File: config.mk
export PLATFORM = sky130hd
export DESIGN_NAME = fp_control_unit
export DESIGN_NICKNAME = d
export VERILOG_FILES = /design/src/rtl/fp_pkg.sv /design/src/rtl/fp_lzc26.sv /design/src/rtl/fp_control_unit.sv
export SDC_FILE = /design/constraint.sdc
export NUM_CORES = 1
export LEC_CHECK = 0
export CAP_MARGIN = 20
export CORE_AREA = 2 2 69 84
export DETAILED_ROUTE_END_ITERATION = 10
export DIE_AREA = 0 0 71 86
export PLACE_DENSITY_LB_ADDON = 0.05
export SLEW_MARGIN = 15
export SYNTH_ARGS = -nofsm -noshare
export SYNTH_HDL_FRONTEND = slang
export SYNTH_HIERARCHICAL = 1
export SYNTH_SLANG_ARGS = --single-unit
File: constraint.sdc
create_clock -name clk -period 7.55 [get_ports clk]
set_input_delay 1.8875 -clock clk [delete_from_list [all_inputs] [get_ports clk]]
set_output_delay 1.8875 -clock clk [all_outputs]
set_load 0.05 [all_outputs]
File: src/rtl/fp_pkg.sv
// Shared types and constants for the floating-point sequencer: the state
// encoding, the registered control-word layout and the format constants.
package fp_pkg;

    localparam int FP_BIAS    = 127;
    localparam int FRAC_W     = 26;
    localparam int ALIGN_SAT  = 26;
    localparam int RENORM_MAX = 1;

    typedef enum logic [2:0] {
        IDLE,
        EXP,
        ALIGN,
        BIAS,
        OP,
        NORM,
        ROUND,
        DONE
    } fp_state_t;

    // Datapath control word; every field is registered as one unit.
    typedef struct packed {
        logic       soma_multiplica_small_ula;
        logic       soma_multiplica_big_ula;
        logic       subtrador_big_ula;
        logic       subtrador_somador_subtrador;
        logic       decisor_mux_expoente_escolhido;
        logic       decisor_mux_saida_big_ula;
        logic       decisor_shift_right_left;
        logic [4:0] tamanho;
        logic [4:0] tamanho2;
        logic [7:0] tamanho3;
    } fp_ctrl_t;

endpackage

File: src/rtl/fp_lzc26.sv
// Combinational 26-bit leading-zero counter; an all-zero input returns 26.
module fp_lzc26
    import fp_pkg::*;
(
    input  logic [FRAC_W-1:0] frac,
    output logic [4:0]        count
);

    // seen[i] is high once any bit at or above position i is set
    logic [FRAC_W-1:0] seen;

    genvar gi;
    generate
        for (gi = 0; gi < FRAC_W; gi++) begin : g_seen
            assign seen[gi] = |frac[FRAC_W-1:gi];
        end
    endgenerate

    always_comb begin
        count = '0;
        for (int i = 0; i < FRAC_W; i++) begin
            count = count + {4'b0000, ~seen[i]};
        end
    end

endmodule

File: src/rtl/fp_control_unit.sv
// Sequencer for the floating-point add/multiply datapath. Outputs are decoded
// for the state being entered and registered with it, so they hold for the whole state.
module fp_control_unit
    import fp_pkg::*;
(
    input  logic              clk,
    input  logic              reset,
    input  logic              start,
    input  logic              op,
    input  logic [7:0]        exp_diff,
    input  logic              big_carry,
    input  logic [FRAC_W-1:0] frac_result,
    input  logic              round_overflow,
    output logic              soma_multiplica_small_ula,
    output logic              soma_multiplica_big_ula,
    output logic              subtrador_big_ula,
    output logic              subtrador_Somador_subtrador,
    output logic              decisor_mux_expoente_escolhido,
    output logic              decisor_mux_saida_big_ula,
    output logic              decisor_shift_right_left,
    output logic [4:0]        tamanho,
    output logic [4:0]        tamanho2,
    output logic [7:0]        tamanho3,
    output logic              busy,
    output logic              done,
    output logic              zero_result,
    output logic              error
);

    fp_state_t  state_reg, state_next;
    fp_ctrl_t   ctrl_reg, ctrl_next;
    logic       op_reg, op_next;
    logic [1:0] renorm_reg, renorm_next;
    logic       busy_reg, busy_next;
    logic       done_reg, done_next;
    logic       zero_reg, zero_next;
    logic       error_reg, error_next;
    logic       renorm_pass;
    logic [4:0] lz;

    fp_lzc26 u_lzc (
        .frac  (frac_result),
        .count (lz)
    );

    always_comb begin
        state_next  = state_reg;
        ctrl_next   = '0;
        op_next     = op_reg;
        renorm_next = renorm_reg;
        zero_next   = 1'b0;
        error_next  = error_reg;
        renorm_pass = 1'b0;

        case (state_reg)
            IDLE: begin
                if (start) begin
                    op_next     = op;
                    renorm_next = '0;
                    state_next  = EXP;
                end
            end
            EXP:   state_next = op_reg ? BIAS : ALIGN;
            ALIGN: state_next = OP;
            BIAS:  state_next = OP;
            OP:    state_next = NORM;
            NORM: begin
                if (!big_carry && frac_result == '0) begin
                    zero_next  = 1'b1;
                    state_next = DONE;
                end else begin
                    state_next = ROUND;
                end
            end
            ROUND: begin
                if (!round_overflow) begin
                    state_next = DONE;
                end else if (int'(renorm_reg) < RENORM_MAX) begin
                    renorm_next = renorm_reg + 2'd1;
                    renorm_pass = 1'b1;
                    state_next  = NORM;
                end else begin
                    error_next = 1'b1;
                    state_next = DONE;
                end
            end
            DONE:    state_next = IDLE;
            default: state_next = IDLE;
        endcase

        case (state_next)
            EXP: ctrl_next.soma_multiplica_small_ula = ~op_next;
            ALIGN: begin
                if (exp_diff >= 8'(ALIGN_SAT)) begin
                    ctrl_next.tamanho = 5'(ALIGN_SAT);
                end else begin
                    ctrl_next.tamanho = exp_diff[4:0];
                end
            end
            BIAS: begin
                ctrl_next.tamanho3                    = 8'(FP_BIAS);
                ctrl_next.subtrador_somador_subtrador = 1'b1;
            end
            OP: ctrl_next.soma_multiplica_big_ula = ~op_reg;
            NORM: begin
                // Renormalization re-feeds the rounded result and its exponent.
                ctrl_next.decisor_mux_saida_big_ula      = renorm_pass;
                ctrl_next.decisor_mux_expoente_escolhido = renorm_pass;
                if (big_carry) begin
                    ctrl_next.tamanho2 = 5'd1;
                    ctrl_next.tamanho3 = 8'd1;
                end else if (frac_result != '0) begin
                    ctrl_next.decisor_shift_right_left    = 1'b1;
                    ctrl_next.tamanho2                    = lz;
                    ctrl_next.tamanho3                    = {3'b000, lz};
                    ctrl_next.subtrador_somador_subtrador = 1'b1;
                end
            end
            default: ;
        endcase

        busy_next = (state_next != IDLE) && (state_next != DONE);
        done_next = (state_next == DONE);
    end

    always_ff @(posedge clk) begin
        if (reset) begin
            state_reg  <= IDLE;
            ctrl_reg   <= '0;
            op_reg     <= 1'b0;
            renorm_reg <= '0;
            busy_reg   <= 1'b0;
            done_reg   <= 1'b0;
            zero_reg   <= 1'b0;
            error_reg  <= 1'b0;
        end else begin
            state_reg  <= state_next;
            ctrl_reg   <= ctrl_next;
            op_reg     <= op_next;
            renorm_reg <= renorm_next;
            busy_reg   <= busy_next;
            done_reg   <= done_next;
            zero_reg   <= zero_next;
            error_reg  <= error_next;
        end
    end

    assign soma_multiplica_small_ula      = ctrl_reg.soma_multiplica_small_ula;
    assign soma_multiplica_big_ula        = ctrl_reg.soma_multiplica_big_ula;
    assign subtrador_big_ula              = ctrl_reg.subtrador_big_ula;
    assign subtrador_Somador_subtrador    = ctrl_reg.subtrador_somador_subtrador;
    assign decisor_mux_expoente_escolhido = ctrl_reg.decisor_mux_expoente_escolhido;
    assign decisor_mux_saida_big_ula      = ctrl_reg.decisor_mux_saida_big_ula;
    assign decisor_shift_right_left       = ctrl_reg.decisor_shift_right_left;
    assign tamanho                        = ctrl_reg.tamanho;
    assign tamanho2                       = ctrl_reg.tamanho2;
    assign tamanho3                       = ctrl_reg.tamanho3;
    assign busy                           = busy_reg;
    assign done                           = done_reg;
    assign zero_result                    = zero_reg;
    assign error                          = error_reg;

endmodule

==> results of run 1 <==
-- per-layer routing --
layer	share of wire [%]	GRT usage, %	wire length (um)
met5	0	0	0
met4	2.8	8.58	144
met3	3.8	2.12	193
met2	52	34.0	2680
met1	41	20.5	2120
-- path summary, 6_finish.rpt --
path | startpoint | to | slack [ns] | cells after the start
worst max-delay path | frac_result[10] | tamanho3[4]$_SDFF_PP0_ | 0.16 | 24
worst min-delay path | error$_SDFFE_PP0P_ | error$_SDFFE_PP0P_ | 0.51 | 2
worst max register to register | state_reg[0]$_SDFF_PP0_ | tamanho3[4]$_SDFF_PP0_ | 5.84 | 3
worst min register to register | error$_SDFFE_PP0P_ | error$_SDFFE_PP0P_ | 0.51 | 2
-- tightest hold or removal path, stage by stage, from the launching register on --
cell and delay [ns]:
dfxtp_1 0.34, a31oi_1 0.04, nor2_1 0.09
-- power by group --
group          switching (mW)  total [mW]  internal (mW)
combinational          0.0485      0.0926         0.0442
clock                  0.0605       0.167          0.107
sequential            0.00484       0.173          0.168
-- layout by cell type (no fill, tap or decap), types with 2 or more instances in the layout --
cell type	n
a21oi_1	5
mux2_2	2
fa_1	17
nand4b_1	2
nand3_1	5
xnor2_1	2
and2_1	6
o21a_1	3
clkbuf_8	6
nand2b_4	2
nor2_1	23
and3_1	2
a21boi_0	2
nor3_4	2
dlymetal6s2s_1	13
inv_1	23
mux2i_1	2
nor4_1	10
nand2b_1	2
or4_4	2
a31oi_1	2
conb_1	2
nand4_1	2
or2_1	2
ha_1	9
clkdlybuf4s50_1	49
clkbuf_2	3
or3_4	4
nand2_1	10
nor4_4	3
inv_2	4
nand3b_1	2
buf_4	34
dfxtp_1	31
nor3_2	2
nor3_1	12
a21o_1	4
buf_6	2
-- through the flow --
stage | utilization (%) | cell area (um^2) | setup slack, ns | cells
final | 62.6 | 3290 | 0.158 | 391
after global placement | 58.0 | 3050 | -0.343 | 376
after CTS | 61.2 | 3220 | 0.0000986 | 387
after detailed placement | 58.0 | 3050 | -0.436 | 376
after floorplan | - | 2160 | 0.163 | 228
after global routing | 62.6 | 3290 | -0.0457 | 391
-- logic make-up after synthesis --
family / Yosys count / share of synthesized area, %
buffers and inverters: 35 / 7.53
and+or+nand+nor: 101 / 29.5
DFF: 31 / 28.7
other: 1 / 0.174
xor gates and xnor gates: 3 / 1.22
muxes: 4 / 1.97
AOI/OAI and AO/OA: 24 / 8.45
adders and majority gates: 28 / 22.5
-- final cells by class --
class	count	area [um^2]
clock buffers	6	82.6
well taps	62	77.6
inverters	27	101
repair buffers	101	946
clock inverters	2	35.0
multi-input cells	162	1430
fillers	439	1970
flip-flops and latches	31	621
-- what timing repair did --
action	in CTS	in global routing
endpoints found under the hold margin	0	0
buffers inserted	3	4
endpoints found under the setup margin	2	6
gates resized for setup	11	30
pin swaps	7	26
hold buffers	0	0
==> flow_summary.ini, run 1 <==
[worst_setup_path]
worstSetupPathType = in -> reg
worstPathRequired_ns = 7.77
crit_slowest_cell = or4_4
path_cells = buf_6, or4_4, nor4_4, buf_4, buf_6, nand3_2, fa_1, fa_1, inv_1, fa_1, inv_1, fa_1, inv_2, fa_1, inv_2, fa_1, inv_1, ha_2, inv_2, fa_2, nand2b_4, a21oi_2, xor2_1, o22a_1
start_kind = primary input
slowest_delay_ns = 0.54
endpoint_kind = flop
crit_family = adder cells
path_buf_inv = 9
crit_top_cell = fa_1
crit_fanout = 4
arrival_ns = 7.62

[global_routing]
overflow = 0
grt_pass1_vias = 2021
grt_pass1_wl_mm = 8.93
antenna_found_initial = 0
grt_start_max_net_pins = 13
grt_usage_pct = 18.3

[timing]
setup_violations = 0
slew_viol_final = 0
timing_hold_violations_final = 0
fin_setup_tns_ns = 0
fmax_ghz = 0.135
tightest_slew_ns = 0.780
fin_hold_ws_ns = 0.514
max-slew-margin-rel_pct = 47.6
timing.final.crit_share_pct = 97.9
rsz0062_at_grt = true
fin_worst_skew_ns = 0.00224
period_needed_ns = 7.39

[yosys]
async_flop_share_pct = 0
synth.avg_cell_area_um2 = 9.52
synth_flop_cell = dfxtp_1
synth_area_leaders = dfxtp_1, fa_1, ha_1, inv_1, nor2_1
syn_area_um2 = 2160
synth_edf_count = 0
ys_types = 52
synth_cells = 227
yosysTopAreaCell = dfxtp_1
synthDominantCellAreaShare_pct = 28.7
yosysWarnings = 6
synth_common_cells = dfxtp_1, inv_1, nor2_1
ys_ff_latch = 31
ys_seq_area_share_pct = 28.7
yosysMostFrequentCell = dfxtp_1

[detailed_routing]
via_count = 1926
ant_nets = 0
wl_per_cell_um = 13.1
first_pass_iters = 4
finalWirelength_mm = 5.14
drcViolationCount = 0
drtIter0Drc = 53
viasPerCell = 4.93

[clocking]
ctsLongestPathBuffers = 2
cts_tree = built
htree_num_levels = 2
path_clk_slew_ns = 0.06
insertion_delay_ns = 0.28
cts-root-buf = clkbuf_8
clock_sinks = 31
cts_buffers = 5

[placement]
gp_congestion = 0.873
dp_hpwl_mm = 4.26
portBuffers = 66

[die]
fp.coreArea_um2 = 5260
dieHeight_um = 86
rows = 29
start_util_pct = 41.1
ioPinCount = 69
die_area_um2 = 6110
chipWidth_um = 71

[job]
maxCapViolations = 0

[finish]
final_nets = 396
area_growth_pct = 52.4
largest_reg_flops = 6
drive_gt1_share_pct = 23.7
diodes = 0

[power]
p_per_area_nw_per_um2 = 132
power_mw = 0.433
vdd_drop_max_mv = 0.0602
power.leakage_nw = 1.55

[status]
status = finished clean

[min_path]
hp-class = reg -> reg
Power figures use the tool's default switching activity.
==> inputs of run 2 (changes only) <==
- CORE_AREA: 2 2 69 84 -> 2 2 67 82
- DIE_AREA: 0 0 71 86 -> 0 0 69 84
- SYNTH_HIERARCHICAL: 1 -> default
==> flow_summary.ini, run 2 <==
[status]
status = finished clean

[yosys]
yosysMostFrequentCell = dfxtp_1
yosysWarnings = 0
synth_area_leaders = dfxtp_1, fa_1, inv_1, nor2_1, ha_1
ys_types = 45
ys_ff_latch = 31
async_flop_share_pct = 0
synth.avg_cell_area_um2 = 9.10
syn_area_um2 = 2010
yosysTopAreaCell = dfxtp_1
ys_seq_area_share_pct = 30.9
synth_common_cells = dfxtp_1, inv_1, nor2_1
synth_edf_count = 0
synthDominantCellAreaShare_pct = 30.9
synth_flop_cell = dfxtp_1
synth_cells = 221

[clocking]
clock_sinks = 31
cts_hold_buffers = 0
cts_buffers = 5
path_clk_slew_ns = 0.06
htree_num_levels = 2
cts-root-buf = clkbuf_8
insertion_delay_ns = 0.28
ctsLongestPathBuffers = 2
cts_tree = built

[timing]
fmax_ghz = 0.139
period_needed_ns = 7.21
timing.final.crit_share_pct = 95.5
fin_hold_ws_ns = 0.482
slew_viol_final = 0
rsz0062_at_grt = false
tightest_slew_ns = 0.596
fin_setup_tns_ns = 0
fin_worst_skew_ns = 0.00512
setup_violations = 0
fin_ws_ns = 0.342
timing_hold_violations_final = 0
max-slew-margin-rel_pct = 59.9

[detailed_routing]
finalWirelength_mm = 4.43
wl_per_cell_um = 12.2
drcViolationCount = 0
first_pass_iters = 4
drtIter0Drc = 73
viasPerCell = 4.84
via_count = 1751
ant_nets = 0

[finish]
stdcell_count = 362
nFillCells = 482
multi_input_area_um2 = 1240
final_nets = 366
area_growth_pct = 44.4
final_cell_mix = clkdlybuf4s50_1, dfxtp_1, inv_1
diodes = 0
largest_reg_flops = 6
final_common_cell = clkdlybuf4s50_1
register_area_um2 = 621
drive_gt1_share_pct = 12.0

[power]
p_sw_share_pct = 27.1
power.switching_mw = 0.104
vdd_drop_max_mv = 0.0577
p_per_area_nw_per_um2 = 132
power_mw = 0.383
power.leakage_nw = 1.20
p_comb_share_pct = 20.8
clockPowerShare_pct = 34.0
seqPwrFrac_pct = 45.2
internal_power_mw = 0.279

[worst_setup_path]
arrival_ns = 7.42
start_kind = primary input
endpoint_kind = flop
crit_fanout = 4
worstSetupPathType = in -> reg
worstPathRequired_ns = 7.76

[die]
chipWidth_um = 69
rows = 29
die_area_um2 = 5800
fp.coreArea_um2 = 5080
ioPinCount = 69
start_util_pct = 39.6
dieHeight_um = 84

[placement]
gp_congestion = 0.800
portBuffers = 66
dp_hpwl_mm = 3.79
dp_cells = 354
dp_slack_ns = -0.0471

[job]
maxCapViolations = 0

[min_path]
hp-class = reg -> reg

[global_routing]
overflow = 0
antenna_found_initial = 0
grt_start_max_net_pins = 16
grt_pass1_vias = 1720
grt_pass1_wl_mm = 7.65
grt_usage_pct = 16.3
## run 2: metal layers
layer | GRT usage, % | share of wire (%) | routed length [um]
met5 | 0 | 0 | 0
met4 | 6.42 | 1.8 | 79
met3 | 2.66 | 3.2 | 144
met2 | 30.2 | 56 | 2470
met1 | 18.2 | 39 | 1740
## run 2: cells by family after synthesis
logic type / Yosys count / share of synthesized area, %
and+or+nand+nor: 92 / 26.3
other: 1 / 0.187
DFF: 31 / 30.9
muxes: 2 / 1.06
adders and majority gates: 26 / 23.3
xor gates and xnor gates: 1 / 0.436
buffers and inverters: 39 / 8.40
AOI/OAI and AO/OA: 29 / 9.52
## run 2: critical path, cell delays in order
cell and delay (ns):
clkdlybuf4s50_1 0.46, nor4_4 0.33, nand2_2 0.14, or3_4 0.42, inv_2 0.06, ha_1 0.12
inv_1 0.05, fa_1 0.53, inv_1 0.05, fa_1 0.47, fa_1 0.51, inv_1 0.05
fa_1 0.50, fa_1 0.52, fa_2 0.42, fa_1 0.41, nor2b_1 0.14, o21a_1 0.12
o21ai_0 0.08, o21ai_0 0.15
## run 2: layout make-up
cell class	instances	area share (%)
Tap cell	62	2.67
Inverter	31	4.01
Clock inverter	1	0.172
Multi-Input combinational cell	152	42.8
Clock buffer	6	2.84
Sequential cell	31	21.4
Timing Repair Buffer	79	26.1
## run 2: worst paths after layout
path,start,end,slack [ns],depth (start not counted)
max,frac_result[24],tamanho3[4]$_SDFF_PP0_,0.34,20
min,error$_SDFFE_PP0P_,error$_SDFFE_PP0P_,0.48,2
max reg2reg,renorm_reg[0]$_SDFFE_PP0P_,tamanho3[3]$_SDFF_PP0_,5.86,6
min reg2reg,error$_SDFFE_PP0P_,error$_SDFFE_PP0P_,0.48,2
## run 2: stage by stage
step | cell area [um^2] | util (%)
CTS | 2880 | 56.7
finish | 2900 | 57.1
global placement | 2790 | 54.9
floorplan | 2010 | -
detailed placement | 2790 | 54.9
global route | 2900 | 57.1
## run 2: what timing repair did
action | in CTS | in global routing
gates resized for setup | 0 | 3
setup endpoints to repair | 0 | 1
setup buffers | 0 | 1
## run 2: power groups by stage
stage | clock network (mW) | logic [mW] | registers [mW]
floorplan | 0 | 0.0300 | 0.187
global placement | 0 | 0.0785 | 0.177
detailed placement | 0 | 0.0794 | 0.177
CTS | 0.134 | 0.0794 | 0.173
global route | 0.141 | 0.0872 | 0.174
finish | 0.130 | 0.0797 | 0.173
==> inputs of run 3 (changes only) <==
- CELL_PAD_IN_SITES_DETAIL_PLACEMENT: default -> 1
- CELL_PAD_IN_SITES_GLOBAL_PLACEMENT: default -> 2
- CORE_AREA: 2 2 67 82 -> 2 2 87 106
- DIE_AREA: 0 0 69 84 -> 0 0 89 108
- SKIP_CTS_REPAIR_TIMING: default -> 1
==> flow_summary.ini, run 3 (synthesis results as in run 2) <==
[power]
p_per_area_nw_per_um2 = 140
power_mw = 0.423
vdd_drop_max_mv = 0.0757
power.leakage_nw = 1.23

[detailed_routing]
ant_nets = 0
first_pass_iters = 4
wl_per_cell_um = 12.7
drtIter0Drc = 21
finalWirelength_mm = 5.36
drcViolationCount = 0
viasPerCell = 4.22
via_count = 1780

[worst_setup_path]
worstPathRequired_ns = 7.77
endpoint_kind = flop
path_cells = clkdlybuf4s50_1, nor4_4, nand2_2, or3_4, inv_2, ha_1, inv_1, fa_1, inv_1, fa_1, fa_1, inv_1, fa_1, fa_1, fa_2, fa_2, nor2b_1, o21a_1, o21ai_0, o21ai_1
crit_top_cell = fa_1
critPathLaunch = frac_result[20]
worstSetupPathType = in -> reg
slowest_delay_ns = 0.54
crit_family = adder cells
arrival_ns = 7.34
path_buf_inv = 5
start_kind = primary input
crit_fanout = 4
crit_slowest_cell = fa_1
r2r_start = renorm_reg[0]$_SDFFE_PP0P_

[die]
fp.coreArea_um2 = 8520
dieHeight_um = 108
start_util_pct = 23.6
ioPinCount = 69
chipWidth_um = 89
die_area_um2 = 9610
rows = 37

[min_path]
worstHoldStart = error$_SDFFE_PP0P_
hp-class = reg -> reg

[status]
status = finished clean

[clocking]
cts-root-buf = clkbuf_8
cts_buffers = 5
insertion_delay_ns = 0.28
path_clk_slew_ns = 0.06
ctsLongestPathBuffers = 2
cts_tree = built
htree_num_levels = 2
clock_sinks = 31

[timing]
fmax_ghz = 0.140
fin_hold_ws_ns = 0.476
period_needed_ns = 7.12
timing_hold_violations_final = 0
fin_worst_skew_ns = 0.00415
rsz0062_at_grt = false
timing.final.crit_share_pct = 94.4
max-slew-margin-rel_pct = 58.4
tightest_slew_ns = 0.618
setup_violations = 0
slew_viol_final = 0

[global_routing]
grt_start_max_net_pins = 16
grt_pass1_wl_mm = 9.04
grt_usage_pct = 12.1
grt_pass1_vias = 1923
overflow = 0
antenna_found_initial = 0

[placement]
dp_hpwl_mm = 4.70
portBuffers = 66
gp_congestion = 0.703

[finish]
largest_reg_flops = 6
final_cell_mix = clkdlybuf4s50_1, dfxtp_1, inv_1
final_nets = 370
final_common_cell = clkdlybuf4s50_1
area_growth_pct = 50.6
drive_gt1_share_pct = 13.4
diodes = 0
nFillCells = 1041

[job]
maxCapViolations = 0
[run 3: cell types whose count changed in the layout (fill, tap and decap cells not counted), sizes merged]
cell / delta
buf: +4
bufinv: +1
[run 3: power breakdown]
group | internal [mW] | switching [mW]
registers | 0.169 | 0.00465
clock network | 0.107 | 0.0615
logic | 0.0395 | 0.0418
total | 0.315 | 0.108
[run 3: final cells by class]
cell class / instances / area, um^2 / share of cell area [%]
Clock inverter: 2 / 35.0 / 1.16
Inverter: 31 / 116 / 3.84
Clock buffer: 6 / 82.6 / 2.73
Sequential cell: 31 / 621 / 20.5
Multi-Input combinational cell: 152 / 1240 / 40.9
Timing Repair Buffer: 83 / 788 / 26.0
Tap cell: 117 / 146 / 4.83
[run 3: worst paths after layout]
kind | end | slack (ns) | cells after the start
worst min-delay path | error$_SDFFE_PP0P_ | 0.48 | 2
worst min register to register | error$_SDFFE_PP0P_ | 0.48 | 2
worst max register to register | tamanho3[3]$_SDFF_PP0_ | 5.85 | 6
worst max-delay path | tamanho3[4]$_SDFF_PP0_ | 0.43 | 20
[run 3: worst register-to-register path: cells and delay by family (launching register included)]
| kind | cells | cell delay [ns] |
|---|---|---|
| AO/OA/AOI/OAI | 3 | 0.78 |
| flip-flops | 1 | 0.34 |
| adder cells (fa/ha/maj) | 1 | 0.22 |
| AND/OR/NAND/NOR | 1 | 0.19 |
| buffers and inverters | 1 | 0.05 |
[run 3: metal layers]
metal	track usage (%)	vias up	part of all wire, %
met5	0	-	0
met4	3.84	0	1.2
met3	1.60	4	2.8
met2	23.0	35	57
met1	13.6	848	39
li1	-	893	-
[run 3: stage by stage]
step           instances  setup TNS (ns)  util, %  cell area (um^2)  setup WS, ns
2_1_floorplan        222               0        -              2010         0.433
3_3_place_gp         413               0     33.9              2890        0.0149
3_5_place_dp         413          -0.166     33.9              2890       -0.0924
4_1_cts              421               0     35.3              3010         0.207
5_1_grt              422               0     35.5              3030        0.0565
6_report             422               0     35.5              3030         0.426
